## src/rtl/oled_spi_receiver.sv

```systemverilog
// SPI receive end of the PmodOLED (SSD1331) link: decodes command bytes and RGB565 pixels, tags pixels with x,y.
// Optional statistics counters (abort_cnt, frame_cnt) are enabled by defining OLED_RX_STATS_EN.
`timescale 1ns/1ps
module oled_spi_receiver #(
  parameter int SYNC_STAGES = 2,
  parameter int WIDTH       = 96,
  parameter int HEIGHT      = 64
) (
  input  logic        clk,
  input  logic        reset_n,
  input  logic        cs,
  input  logic        sclk,
  input  logic        sdin,
  input  logic        d_cn,
  output logic        cmd_valid,
  output logic [7:0]  cmd_byte,
  output logic        pixel_valid,
  output logic [15:0] pixel_data,
  output logic [6:0]  pixel_x,
  output logic [5:0]  pixel_y,
  output logic        frame_done,
  output logic [15:0] abort_cnt,
  output logic [15:0] frame_cnt
);

  typedef enum logic [2:0] {IDLE, COL_S, COL_E, ROW_S, ROW_E} parse_t;

  localparam logic [7:0] COL_MAX = 8'(WIDTH - 1);
  localparam logic [7:0] ROW_MAX = 8'(HEIGHT - 1);
  localparam logic [7:0] CMD_COL = 8'h15;
  localparam logic [7:0] CMD_ROW = 8'h75;

  logic [SYNC_STAGES-1:0] cs_sync, sclk_sync, sdin_sync, dc_sync;
  logic                   cs_d, sclk_d;
  logic                   cs_s, sclk_s, sdin_s, dc_s;
  logic                   sclk_rise, cs_rise, shift_en, abort_hit;

  // NOTE: cs synchronisers reset to the idle-high level so a released reset never looks like a selected bus.
  always_ff @(posedge clk or negedge reset_n) begin
    if (!reset_n) begin
      cs_sync   <= '1;
      sclk_sync <= '0;
      sdin_sync <= '0;
      dc_sync   <= '0;
      cs_d      <= 1'b1;
      sclk_d    <= 1'b0;
    end else begin
      // NOTE: non-blocking assignments keep every stage sampling the previous value of the one before it.
      cs_sync   <= {cs_sync[SYNC_STAGES-2:0], cs};
      sclk_sync <= {sclk_sync[SYNC_STAGES-2:0], sclk};
      sdin_sync <= {sdin_sync[SYNC_STAGES-2:0], sdin};
      dc_sync   <= {dc_sync[SYNC_STAGES-2:0], d_cn};
      cs_d      <= cs_s;
      sclk_d    <= sclk_s;
    end
  end

  assign cs_s      = cs_sync[SYNC_STAGES-1];
  assign sclk_s    = sclk_sync[SYNC_STAGES-1];
  assign sdin_s    = sdin_sync[SYNC_STAGES-1];
  assign dc_s      = dc_sync[SYNC_STAGES-1];
  assign sclk_rise = sclk_s & ~sclk_d;
  assign cs_rise   = cs_s & ~cs_d;
  assign shift_en  = sclk_rise & ~cs_s;

  logic [6:0] sr;
  logic [2:0] bitcnt;
  logic       byte_rdy;
  logic [7:0] rx_byte;
  logic       rx_dc;

  // shift_en needs cs_s low and abort needs it high, so a completing byte can never be counted as aborted.
  assign abort_hit = cs_rise & (bitcnt != 3'd0);

  always_ff @(posedge clk or negedge reset_n) begin
    if (!reset_n) begin
      sr       <= '0;
      bitcnt   <= '0;
      byte_rdy <= 1'b0;
      rx_byte  <= '0;
      rx_dc    <= 1'b0;
    end else begin
      byte_rdy <= 1'b0;
      if (shift_en) begin
        sr     <= {sr[5:0], sdin_s};
        bitcnt <= bitcnt + 3'd1;
        if (bitcnt == 3'd7) begin
          byte_rdy <= 1'b1;
          rx_byte  <= {sr, sdin_s};
          rx_dc    <= dc_s;
        end
      end else if (abort_hit) begin
        bitcnt <= '0;
      end
    end
  end

  parse_t state_q, state_d;
  logic   cmd_rdy;

  assign cmd_rdy = byte_rdy & ~rx_dc;

  always_ff @(posedge clk or negedge reset_n) begin
    if (!reset_n) state_q <= IDLE;
    else          state_q <= state_d;
  end

  always_comb begin
    // NOTE: the default-first assignment keeps this block free of inferred latches.
    state_d = state_q;
    if (cmd_rdy) begin
      unique case (state_q)
        IDLE:    if (rx_byte == CMD_COL)      state_d = COL_S;
                 else if (rx_byte == CMD_ROW) state_d = ROW_S;
        COL_S:   state_d = COL_E;
        COL_E:   state_d = IDLE;
        ROW_S:   state_d = ROW_E;
        ROW_E:   state_d = IDLE;
        default: state_d = IDLE;
      endcase
    end
  end

  logic [6:0] col_arg, col_start, col_end, cur_x;
  logic [5:0] row_arg, row_start, row_end, cur_y;
  logic       byte_phase;
  logic [7:0] hi_byte;

  assign col_arg = (rx_byte > COL_MAX) ? COL_MAX[6:0] : rx_byte[6:0];
  assign row_arg = (rx_byte > ROW_MAX) ? ROW_MAX[5:0] : rx_byte[5:0];

  always_ff @(posedge clk or negedge reset_n) begin
    if (!reset_n) begin
      cmd_valid   <= 1'b0;
      cmd_byte    <= '0;
      pixel_valid <= 1'b0;
      pixel_data  <= '0;
      pixel_x     <= '0;
      pixel_y     <= '0;
      frame_done  <= 1'b0;
      col_start   <= '0;
      col_end     <= COL_MAX[6:0];
      row_start   <= '0;
      row_end     <= ROW_MAX[5:0];
      cur_x       <= '0;
      cur_y       <= '0;
      byte_phase  <= 1'b0;
      hi_byte     <= '0;
    end else begin
      cmd_valid   <= 1'b0;
      pixel_valid <= 1'b0;
      frame_done  <= 1'b0;
      if (cmd_rdy) begin
        cmd_valid  <= 1'b1;
        cmd_byte   <= rx_byte;
        byte_phase <= 1'b0;
        case (state_q)
          COL_S: col_start <= col_arg;
          COL_E: begin col_end <= col_arg; cur_x <= col_start; end
          ROW_S: row_start <= row_arg;
          ROW_E: begin row_end <= row_arg; cur_y <= row_start; end
          default: ;
        endcase
      end else if (byte_rdy && !byte_phase) begin
        hi_byte    <= rx_byte;
        byte_phase <= 1'b1;
      end else if (byte_rdy) begin
        pixel_valid <= 1'b1;
        pixel_data  <= {hi_byte, rx_byte};
        pixel_x     <= cur_x;
        pixel_y     <= cur_y;
        byte_phase  <= 1'b0;
        // An inverted window on an axis pins the cursor to that axis' start.
        if (col_end < col_start) begin
          cur_x <= col_start;
        end else if (cur_x == col_end) begin
          cur_x <= col_start;
          if (row_end < row_start) begin
            cur_y <= row_start;
          end else if (cur_y == row_end) begin
            cur_y      <= row_start;
            frame_done <= 1'b1;
          end else begin
            cur_y <= cur_y + 6'd1;
          end
        end else begin
          cur_x <= cur_x + 7'd1;
        end
      end
    end
  end

`ifdef OLED_RX_STATS_EN
  always_ff @(posedge clk or negedge reset_n) begin
    if (!reset_n) begin
      abort_cnt <= '0;
      frame_cnt <= '0;
    end else begin
      if (abort_hit)  abort_cnt <= abort_cnt + 16'd1;
      if (frame_done) frame_cnt <= frame_cnt + 16'd1;
    end
  end
`else
  assign abort_cnt = '0;
  assign frame_cnt = '0;
`endif

endmodule

```

## config.mk

```make
export PLATFORM = sky130hd
export DESIGN_NAME = oled_spi_receiver
export DESIGN_NICKNAME = d
export VERILOG_FILES = /design/src/rtl/oled_spi_receiver.sv
export SDC_FILE = /design/constraint.sdc
export NUM_CORES = 1
export LEC_CHECK = 0
export ABC_AREA = 0
export CAP_MARGIN = 20
export CORE_MARGIN = 2
export CORE_UTILIZATION = 40
export CTS_CLUSTER_DIAMETER = 50
export DETAILED_ROUTE_END_ITERATION = 12
export GPL_ROUTABILITY_DRIVEN = 1
export SLEW_MARGIN = 20
export SYNTH_ARGS = -nofsm -noshare
export SYNTH_HDL_FRONTEND = slang
export SYNTH_SLANG_ARGS = --single-unit
```

## constraint.sdc

```tcl
create_clock -name clk -period 3.2 [get_ports clk]
set_input_delay 0.48 -clock clk [delete_from_list [all_inputs] [get_ports clk]]
set_output_delay 0.48 -clock clk [all_outputs]
set_load 0.02 [all_outputs]
```

==> Yosys cells after proc, flatten, opt, wreduce, memory -nomap -nowiden <==
Cells that the tools add are included.
{ "classes": {"addsub": 3, "order_cmp": 4, "n_eq_ne": 14, "muxes": 37, "bitwise": 11, "n_reduce_logical": 18} }
{ "op_table": {"columns": ["cell", "count"], "rows": [
  ["$mux 6", 9],
  ["$mux 7", 7],
  ["$mux 1", 16],
  ["$reduce_and 2->1", 7],
  ["$mux 3", 4],
  ["$pmux 3 s3", 1],
  ["$eq 8x5->1 const B", 1],
  ["$eq 8x7->1 const B", 1],
  ["$gt 8x6->1 const B", 1],
  ["$gt 8x7->1 const B", 1],
  ["$add 7x1->7 const B", 1],
  ["$eq 7x7->1", 1],
  ["$lt 7x7->1", 1],
  ["$add 6x1->6 const B", 1],
  ["$eq 3x2->1 const B", 2],
  ["$eq 3x3->1 const B", 2],
  ["$eq 6x6->1", 1],
  ["$lt 6x6->1", 1],
  ["$not 1->1", 6],
  ["$reduce_and 3->1", 2],
  ["$reduce_bool 2->1", 3],
  ["$reduce_bool 3->1", 2],
  ["$and 1x1->1", 5],
  ["$reduce_and 5->1", 1],
  ["other kinds (8)", 10]
]} }
{ "word_totals": {"regBits": 121, "input_bits": 6} }

==> Depth between registers and ports, before layout <==
Gate-level depths: netlist of the first run.
{ "logic_depth": {"word_depth": 8, "ltp_mapped": 9, "ltp_nobuf": 8} }

==> Least setup slack after synthesis of the first run <==
OpenSTA, ideal clock, no wires.
{ "synth_path": {"path_type": "register to register", "start": "reg row_end[2]", "end": "reg cur_y[2]", "t_arrival_ns": 1.887, "required_time_ns": 3.068, "path_slack_ns": 1.181, "stages_incl_launch_ff": 8, "path_buffers": 0, "synth_period_minus_slack_ns": 2.019, "path_cell_list": "dfstp_2 ha_1 a21oi_1 o21ai_0 a311o_1 nand2_1 mux2i_1 a22oi_1"} }
{ "synth_between": {"elab_chain_cells": 8} }
{ "synth_lines": {"columns": ["item", "line_no", "rtl"], "rows": [
  ["start: declaration", "125", "logic [5:0] row_arg, row_start, row_end, cur_y;"],
  ["start signal: assignment", "144", "row_end <= ROW_MAX[5:0];"],
  ["start signal: assignment", "161", "ROW_E: begin row_end <= row_arg; cur_y <= row_start; end"],
  ["branches (longest 2 deep; another with $lt 6x6->1)", null, null],
  ["$mux 6 (*)", "178", "if (row_end < row_start) begin"],
  ["$mux 6 (*)", "176", "end else if (cur_x == col_end) begin"],
  ["$mux 6 (*)", "174", "if (col_end < col_start) begin"],
  ["$mux 6 (*)", "167", "end else if (byte_rdy) begin"],
  ["$mux 6 (*)", "164", "end else if (byte_rdy && !byte_phase) begin"],
  ["$mux 6 (*)", "153", "if (cmd_rdy) begin"],
  ["end signal: assignment", "161", null],
  ["end signal: assignment", "179", "cur_y <= row_start;"],
  ["end signal: assignment", "181", "cur_y <= row_start;"],
  ["end: declaration", "125", null]
]} }
Mark *: on every way between the ends. The select of a mux whose other input is x is not followed.
A chain may end at the register's enable or synchronous reset.

==> Final worst setup path of the first run <==
{ "layout_path": {"start": "reg rx_dc", "end": "reg cur_x[6]"} }
{ "layout_between": {"elab_chain_cells": 4} }
{ "layout_lines": {"columns": ["item", "line_no", "rtl"], "rows": [
  ["start: declaration", "70", "logic rx_dc;"],
  ["start signal: assignment", "90", "rx_dc <= dc_s;"],
  ["$not 1->1 (*)", "101", "assign cmd_rdy = byte_rdy & ~rx_dc;"],
  ["$and 1x1->1 (*)", "101", null],
  ["$ne 2x1->1 (no line) (tied with other cells)", null, null],
  ["$reduce_and 3->1 (no line)", null, null],
  ["end signal: assignment", "159", "COL_E: begin col_end <= col_arg; cur_x <= col_start; end"],
  ["end signal: assignment", "175", "cur_x <= col_start;"],
  ["end signal: assignment", "177", "cur_x <= col_start;"],
  ["end: declaration", "124", "logic [6:0] col_arg, col_start, col_end, cur_x;"]
]} }
Mark *: on every way between the ends. The rest lies on a longest branch, timed or not.

==> results.txt, run 1 <==
Crit path kind -> reg -> reg
Setup tns final -> 0 ps
Non-Filler Instances -> 783
Syn Inst Count -> 546
LEAKAGE -> 3.28 nW
Logic pwr share -> 0.045
Maximum buffer depth of the clock tree -> 2
Row count -> 42
Residual DRC -> 0
Ratio of final minimum period to clock period -> 0.760
Min cycle time layout -> 2430 ps
Synth Register Bits -> 121
Area of the multi-input gates -> 2160 sq um
Drt wl/cell -> 14.3 um
Starting Density -> 0.413
Core ar. -> 13300 sq um
Hold WS -> 56.7 ps
GPL Wtd Cong -> 0.784
CP startpoint kind -> register
Fin. max-slew vios -> 0
Status -> complete, no violations
Final Util -> 0.497
Die area -> 14700 sq um
Cell area power density -> 556 nW/um^2
Number of H-tree levels -> 4
Post-DP Area -> 6040 sq um
Worst r2r src -> rx_dc
Gr usage total -> 0.167
Worst vdd ir -> 0.377 mV
Post-synth cell types -> 50
Switch share -> 0.232
Flop pwr share -> 0.446
Fin nets -> 616
Final Cell Area -> 6630 sq um
Yosys warnings -> 0
Post-synth EDFFs -> 0
Register area share after synthesis -> 0.552
I/O Pins -> 78
CTS clk-pin slew, worst paths -> 50 ps
Total setup buffers inserted after CTS -> 0
Post-CTS Resized -> 0
Vias -> 3792
Final setup violation count -> 0
Detail Route Antenna Nets -> 0
Layout cells sized above 1 -> 0.143
Area Growth Syn to Fin -> 20.2%
Crit path capture type -> register
RSZ-0062 raised after global routing -> false
CTS sink count -> 121
Syn_area_per_cell -> 10.1 sq um
Fill count -> 1258
Placed cell count -> 751
Avg Vias per Cell -> 4.84
Pre-Repair DR Iteration Count -> 6
Total wire length -> 11200 um
First-pass GRT wire length -> 18900 um
Initial drt markers -> 217
Worst-margin pin slew -> 571 ps
Vias in the first global route -> 3775
Largest fanout on the critical path -> 15
Tot Pwr -> 3.69 mW
TritonCTS clock tree -> built
Origin of the worst setup path -> rx_dc
Die width -> 121 um
Critical path cell sequence -> nand2b_1 > inv_1 > a31oi_4 > and2_4 > mux2_4 > o22a_1
Cell-internal power -> 2.83 mW
Commonest non-fill, non-tap cell in the layout -> nand2_1
Seq. cell area -> 3050 sq um
Final Hold Fails -> 0
Worst setup margin -> 767 ps
Slew margin rel. -> 0.619
CP Data Required Time -> 3500 ps
Die height -> 121 um
Hold buffer count at cts -> 0
Most frequent cells in the layout -> nand2_1 (124), dfrtp_1 (106), clkdlybuf4s50_1 (44), o21ai_0 (36), nor2_1 (34)
Post-detail-place hpwl -> 7520 um
CP max stage cell -> nand2b_1
Main synth FF type -> dfrtp_1
Ys async rst share -> 1.00
Initial antenna violation count -> 0
Switching power total -> 0.855 mW
Pre-CTS setup slack -> 795 ps
Hold/Removal Path Class -> in -> async
Root Driver -> clkbuf_16
Mapped Area -> 5520 sq um
Final worst clock skew -> 5.56 ps
Grt ovf -> 0
Achievable Freq -> 411 MHz
Largest net degree at the start of global routing -> 80
Max incr delay on CP -> 480 ps
Clock network fraction of total power -> 0.509
Max_cap viols -> 0
Num CTS Buffers -> 17
Worst-skew pair later-pin latency -> 420 ps
Diode count -> 0
WP data arrival -> 2740 ps
Port buffer count -> 45
-- path summary, 6_finish.rpt --
kind / to / slack [ps] / depth (start not counted)
setup / recovery: cur_x[6] / 770 / 6
hold / removal: cur_x[5] / 60 / 1
min in group clk: sclk_sync[1] / 350 / 0
max in group asynchronous: col_end[0] / 2310 / 2
setup reg to reg: cur_x[6] / 770 / 6
hold reg to reg: sclk_sync[1] / 350 / 0
-- state kept, by name, summed over array words and instances, names as in the netlist, 7 cells and up --
register    flops
rx_byte         8
pixel_data     16
col_end         7
col_start       7
cmd_byte        8
sr              7
hi_byte         8
cur_x           7
pixel_x         7
-- critical path, delay by kind of cell, from the launching register on --
| family | cells | cell delay [ps] |
|---|---|---|
| AO/OA/AOI/OAI | 2 | 540 |
| AND/OR/NAND/NOR | 2 | 710 |
| multiplexers | 1 | 300 |
| flip-flops | 1 | 370 |
| buffers and inverters | 1 | 390 |
-- per-layer routing --
metal  global-route usage  up-vias  wire length [um]
met5                    0        -                 0
met4               0.0603        0               132
met3               0.0479       14               373
met2                0.264       74              5410
met1                0.218     1854              5280
li1                     -     1850                 -
-- cell usage after synthesis, types with 2 or more instances --
cell type	count	share of area
nand4_1	6	0.0068
a22o_1	2	0.0032
buf_1	2	0.0014
buf_2	2	0.0018
a21o_1	4	0.0054
nor3_1	2	0.0018
mux2i_1	4	0.0073
a21oi_1	26	0.024
mux2_2	25	0.051
buf_4	33	0.045
xor2_1	13	0.021
and2_1	2	0.0023
o21ai_0	36	0.033
dfrtp_1	106	0.48
a22oi_1	6	0.0082
nand3_1	8	0.0073
inv_1	27	0.018
nand2b_1	4	0.0045
clkbuf_1	17	0.012
dfstp_2	15	0.071
ha_1	16	0.036
and3_1	5	0.0057
a31oi_1	2	0.0023
nor2_1	34	0.023
nand2_1	124	0.084
-- power by group through the flow --
stage | logic, mW | registers (mW) | clock network (mW)
after floorplan | 0.147 | 1.65 | 0
after global placement | 0.162 | 1.67 | 0
after detailed placement | 0.169 | 1.67 | 0
after CTS | 0.170 | 1.64 | 1.92
after global routing | 0.191 | 1.65 | 1.99
final | 0.166 | 1.64 | 1.88
-- kinds of logic after synthesis --
kind of cell | after synthesis | share of synthesized area
xor gates and xnor gates | 14 | 0.0222
AOI/OAI and AO/OA | 88 | 0.0971
adders and majority gates | 16 | 0.0363
buffers and inverters | 81 | 0.0780
muxes | 30 | 0.0610
and+or+nand+nor | 195 | 0.152
DFF | 121 | 0.552
other | 1 | 0.000680
-- layout make-up --
type | count | area share
clock buffers | 19 | 0.0668
clock inverters | 13 | 0.0217
inverters | 27 | 0.0153
multi-input cells | 375 | 0.326
flip-flops and latches | 121 | 0.460
well taps | 176 | 0.0332
repair buffers | 52 | 0.0774
No activity file was read; power rests on OpenSTA's default activity.
==> inputs of run 2 (changes only) <==
==> constraint.sdc (replaced) <==
create_clock -name clk -period 2.5 [get_ports clk]
set_input_delay 0.375 -clock clk [delete_from_list [all_inputs] [get_ports clk]]
set_output_delay 0.375 -clock clk [all_outputs]
set_load 0.02 [all_outputs]
==> run 2 against run 1 <==
Net effect:
- clock skew barely moved
- total power rose by 28%
- critical path depth rose by 1
- clock power rose by 28%
- sequential share of layout area fell by 0.26 points
- cell count rose by 0.51%
- critical endpoint is now cur_y[2]
- largest cell class unchanged
- largest power group unchanged
- highest routed layer unchanged
==> results.txt, run 2 (synthesis gave the netlist of run 1 again) <==
Initial drt markers -> 263 (+21%)
TritonCTS clock tree -> built
Cell area power density -> 709 nW/um^2 (+27%)
Num CTS Buffers -> 17 (unchanged)
CP startpoint kind -> register
WP data arrival -> 2570 ps (-170 ps)
Post-detail-place hpwl -> 7760 um (+3.2%)
RSZ-0062 raised after global routing -> false
Most frequent cells in the layout -> nand2_1 (124), dfrtp_1 (106), clkdlybuf4s50_1 (44), o21ai_0 (36), nor2_1 (34)
CTS clk-pin slew, worst paths -> 50 ps (about the same)
Max_cap viols -> 0 (unchanged)
Ratio of final minimum period to clock period -> 0.917 (+0.157)
Final Util -> 0.499 (+0.00281)
Core ar. -> 13300 sq um (unchanged)
Port buffer count -> 45 (unchanged)
Worst-margin pin slew -> 513 ps (-58.1 ps)
Hold/Removal Path Class -> reg -> reg
Achievable Freq -> 436 MHz (+6.1%)
Worst hold path stage count -> 0
Hold Crit Start -> dc_sync[0]
Total wire length -> 11200 um (+0.19%)
Origin of the worst setup path -> row_end[2]
Layout cells sized above 1 -> 0.147 (+0.00397)
First-pass GRT wire length -> 19000 um (+0.59%)
I/O Pins -> 78 (unchanged)
Slew margin rel. -> 0.658 (+0.0387)
Grt ovf -> 0 (unchanged)
Crit path capture type -> register
Drt wl/cell -> 14.2 um (-0.32%)
Initial antenna violation count -> 0 (unchanged)
Detail Route Antenna Nets -> 0 (unchanged)
Crit path kind -> reg -> reg
Setup tns final -> 0 ps (unchanged)
GPL Wtd Cong -> 0.805 (+2.7%)
Largest Register -> pixel_data
Fin. max-slew vios -> 0 (unchanged)
Area Growth Syn to Fin -> 20.9%
Row count -> 42 (unchanged)
Largest fanout on the critical path -> 9 (-6)
Vias in the first global route -> 3842 (+1.8%)
Die area -> 14700 sq um (unchanged)
Avg Vias per Cell -> 4.86 (+0.33%)
Total setup buffers inserted after CTS -> 0 (unchanged)
Max reg flops -> 16 (unchanged)
Die width -> 121 um (unchanged)
Commonest non-fill, non-tap cell in the layout -> nand2_1
Min cycle time layout -> 2290 ps (-141 ps)
Post-CTS Resized -> 0 (unchanged)
Die height -> 121 um (unchanged)
CTS sink count -> 121 (unchanged)
Fin nets -> 620 (+0.65%)
Final worst clock skew -> 6.04 ps (+0.481 ps)
R2r worst-path depth -> 7 (+1)
Number of H-tree levels -> 4 (unchanged)
Status -> complete, no violations
Residual DRC -> 0 (unchanged)
Final Hold Fails -> 0 (unchanged)
Gr usage total -> 0.167 (+0.000589)
Root Driver -> clkbuf_16
Worst reg2reg setup slack -> 210 ps (-560 ps)
Worst r2r src -> row_end[2]
Largest net degree at the start of global routing -> 53 (-34%)
Diode count -> 0 (unchanged)
Maximum buffer depth of the clock tree -> 2 (unchanged)
Starting Density -> 0.413 (unchanged)
Vias -> 3824 (+0.84%)
CP Data Required Time -> 2780 ps (-720 ps)
Pre-Repair DR Iteration Count -> 5 (-1)
Worst-skew pair later-pin latency -> 410 ps (about the same)
LEAKAGE -> 3.30 nW (+0.59%)
Final setup violation count -> 0 (unchanged)
Worst vdd ir -> 0.484 mV (+29%)
run 2: cell count changes in the layout (fill, tap and decap cells not counted), sizes merged:
cell,before,now
buf,8,11
clkinvlp,1,2
dlygate4sd3,0,1
clkbuf,19,21
inv,30,27
run 2: worst max-delay path: stages, from the launching register on:
cell and delay, ps:
dfstp_2 550, ha_1 240, a21oi_1 170, o21ai_0 110, a311o_1 410, nand2_1 310
mux2i_1 250, a22oi_1 110
run 2: worst paths after layout:
path / to
max in group asynchronous: rx_byte[2]
min in group asynchronous: cur_x[4]
worst min-delay path: dc_sync[1]
worst max-delay path: cur_y[2]
worst max register to register: cur_y[2]
worst min register to register: dc_sync[1]
run 2: per-layer routing:
layer  global-route usage  vias up  wire length (um)  part of all wire
met1                0.214     1864              5110              0.46
met2                0.269       81              5500              0.49
met3               0.0470       17               438             0.039
met5                    0        -                 0                 0
met4               0.0668        0               171             0.015
li1                     -     1862                 -                 -
run 2: layout make-up:
| class | instances | area (sq um) |
|---|---|---|
| fillers | 1242 | 6680 |
| flip-flops and latches | 121 | 3050 |
| repair buffers | 56 | 546 |
| multi-input cells | 375 | 2160 |
| clock buffers | 21 | 470 |
| well taps | 176 | 220 |
| clock inverters | 11 | 121 |
| inverters | 27 | 101 |
run 2: where the power goes:
part / total, mW / leakage, nW / internal [mW] / switching, mW
sequential: 2.11 / 1.61 / 2.04 / 0.0642
combinational: 0.215 / 1.41 / 0.0885 / 0.127
clock: 2.41 / 0.289 / 1.54 / 0.866
run 2: timing repair:
item                                    in CTS  in global routing
hold buffers                                 1                  0
hold endpoints to repair                    31                  0
endpoints found under the setup margin       0                  0
run 2: metrics by stage:
step / area [sq um] / hold WS, ps / std cells / setup slack, ps / power [mW]
finish: 6670 / 346 / 787 / 208 / 4.73
CTS: 6670 / 347 / 787 / 218 / 4.78
floorplan: 5630 / 79.4 / 577 / 481 / 2.30
global placement: 6060 / 333 / 754 / 369 / 2.34
detailed placement: 6060 / 335 / 754 / 229 / 2.36
global route: 6670 / 355 / 787 / 53.9 / 4.91
==> inputs of run 3 (changes only) <==
--- a/config.mk
+++ b/config.mk
@@ -8,7 +8,7 @@
 export ABC_AREA = 0
 export CAP_MARGIN = 20
 export CORE_MARGIN = 2
-export CORE_UTILIZATION = 40
+export CORE_UTILIZATION = 35
 export CTS_CLUSTER_DIAMETER = 50
 export DETAILED_ROUTE_END_ITERATION = 12
 export GPL_ROUTABILITY_DRIVEN = 1
==> constraint.sdc (replaced) <==
create_clock -name clk -period 2.45 [get_ports clk]
set_input_delay 0.3675 -clock clk [delete_from_list [all_inputs] [get_ports clk]]
set_output_delay 0.3675 -clock clk [all_outputs]
set_load 0.02 [all_outputs]
==> run 3 against run 2 <==
Net effect:
- cell count is 4.7% higher
- sequential power grew 2%
- sequential cell count unchanged
- die area is 14% higher
- non-clock buffer count grew 2
- fmax up 3.9%
- first-iteration DRC count decreased by 11%
- register-to-register slack better by 40 ps
- critical path type unchanged
==> results.txt, run 3 (synthesis gave the netlist of run 1 again) <==
Status -> complete, no violations
Max_cap viols -> 0 (unchanged)
Initial drt markers -> 233 (-11%)
Fin. max-slew vios -> 0 (unchanged)
Root Driver -> clkbuf_16
Starting Density -> 0.360 (-0.0531)
Hold WS -> 343 ps (-2.65 ps)
Min cycle time layout -> 2210 ps (-86.2 ps)
Most frequent cells in the layout -> nand2_1 (124), dfrtp_1 (106), clkdlybuf4s50_1 (44), o21ai_0 (36), nor2_1 (34)
Port buffer count -> 45 (unchanged)
Residual DRC -> 0 (unchanged)
Clock network fraction of total power -> 0.530 (+0.021)
Die width -> 130 um (+6.7%)
Drt wl/cell -> 13.5 um (-5.5%)
Grt ovf -> 0 (unchanged)
Pre-Repair DR Iteration Count -> 4 (-1)
Final worst clock skew -> 5.85 ps (-0.184 ps)
Largest net degree at the start of global routing -> 54 (+1.9%)
CP startpoint kind -> register
Vias in the first global route -> 3896 (+1.4%)
Fill count -> 1491 (+20%)
Seq. cell area -> 3050 sq um (unchanged)
Row count -> 45 (+7.1%)
Switching power total -> 1.03 mW (-2.7%)
Flop pwr share -> 0.426 (-0.019)
R2r worst-path depth -> 7 (unchanged)
TritonCTS clock tree -> built
Number of H-tree levels -> 4 (unchanged)
Post-CTS Resized -> 0 (unchanged)
Diode count -> 0 (unchanged)
Hold/Removal Path Class -> in -> async
Crit path kind -> reg -> reg
Core ar. -> 15300 sq um (+15%)
LEAKAGE -> 3.34 nW (+1.0%)
Setup tns final -> 0 ps (unchanged)
Avg Vias per Cell -> 4.66 (-4.2%)
Commonest non-fill, non-tap cell in the layout -> nand2_1
I/O Pins -> 78 (unchanged)
Worst vdd ir -> 0.491 mV (+1.3%)
CP Data Required Time -> 2720 ps (-60 ps)
Ratio of final minimum period to clock period -> 0.900 (-0.0165)
CTS sink count -> 121 (unchanged)
RSZ-0062 raised after global routing -> false
Num CTS Buffers -> 17 (unchanged)
Total wire length -> 11100 um (-1.0%)
Crit path capture type -> register
Area Growth Syn to Fin -> 22.9%
Switch share -> 0.204 (-0.0195)
Final Hold Fails -> 0 (unchanged)
Detail Route Antenna Nets -> 0 (unchanged)
Worst setup margin -> 244 ps (+36.2 ps)
Cell area power density -> 743 nW/um^2 (+4.8%)
First-pass GRT wire length -> 19100 um (+0.94%)
Max reg flops -> 16 (unchanged)
Layout cells sized above 1 -> 0.147 (-0.000481)
Total setup buffers inserted after CTS -> 0 (unchanged)
Logic pwr share -> 0.044 (-0.002)
Cell-internal power -> 4.01 mW (+9.2%)
Vias -> 3837 (+0.34%)
GPL Wtd Cong -> 0.775 (-3.7%)
Maximum buffer depth of the clock tree -> 2 (unchanged)
Largest Register -> pixel_data
Initial antenna violation count -> 0 (unchanged)
Post-detail-place hpwl -> 7850 um (+1.1%)
Hold buffer count at cts -> 1 (unchanged)
Fin nets -> 622 (+0.32%)
Die area -> 16800 sq um (+14%)
Achievable Freq -> 453 MHz (+3.9%)
Area of the multi-input gates -> 2160 sq um (unchanged)
WP data arrival -> 2480 ps (-90 ps)
Tot Pwr -> 5.04 mW (+6.6%)
Worst-skew pair later-pin latency -> 410 ps (about the same)
Gr usage total -> 0.147 (-0.0204)
Die height -> 130 um (+6.7%)
CTS clk-pin slew, worst paths -> 50 ps (about the same)
Final setup violation count -> 0 (unchanged)
Largest fanout on the critical path -> 9 (unchanged)
Pre-CTS setup slack -> 257 ps (+27.9 ps)
## run 3: critical path: stages, from the launching register on
cell and delay [ps]:
dfstp_2 550, ha_1 220, o21ai_0 210, nor2_1 80, a311o_1 380, nand2_1 290
mux2i_1 240, a22oi_1 110
## run 3: power groups by stage
stage / logic [mW] / registers, mW / clock network (mW)
after detailed placement: 0.226 / 2.18 / 0
after floorplan: 0.192 / 2.16 / 0
after CTS: 0.227 / 2.15 / 2.73
after global routing: 0.255 / 2.16 / 2.84
final: 0.221 / 2.15 / 2.67
after global placement: 0.214 / 2.18 / 0
## run 3: cell type report
type                            instances  area share
Inverter                               27      0.0150
Clock buffer                           25      0.0746
Multi-Input combinational cell        375       0.319
Timing Repair Buffer                   58      0.0827
Tap cell                              211      0.0390
Sequential cell                       121       0.450
Clock inverter                          7      0.0203
## run 3: final timing paths
kind	startpoint	slack [ps]	to
worst min-delay path	reset_n	340	bitcnt[1]
worst max register to register	row_end[4]	240	cur_y[5]
worst min register to register	sdin_sync[0]	350	sdin_sync[1]
max in group asynchronous	reset_n	1460	col_end[2]
min in group clk	sdin_sync[0]	350	sdin_sync[1]
worst max-delay path	row_end[4]	240	cur_y[5]
## run 3: stage by stage
stage | util | cells | instance area [sq um]
floorplan | - | 577 | 5630
finish | 0.442 | 824 | 6780
global placement | 0.400 | 791 | 6120
detailed placement | 0.400 | 791 | 6120
CTS | 0.442 | 824 | 6780
global route | 0.442 | 824 | 6780
## run 3: layer usage
layer	track usage	part of all wire	vias to the layer above
met5	0	0	-
met1	0.195	0.48	1873
met2	0.229	0.46	87
met3	0.0396	0.040	16
met4	0.0588	0.018	0
li1	-	-	1861
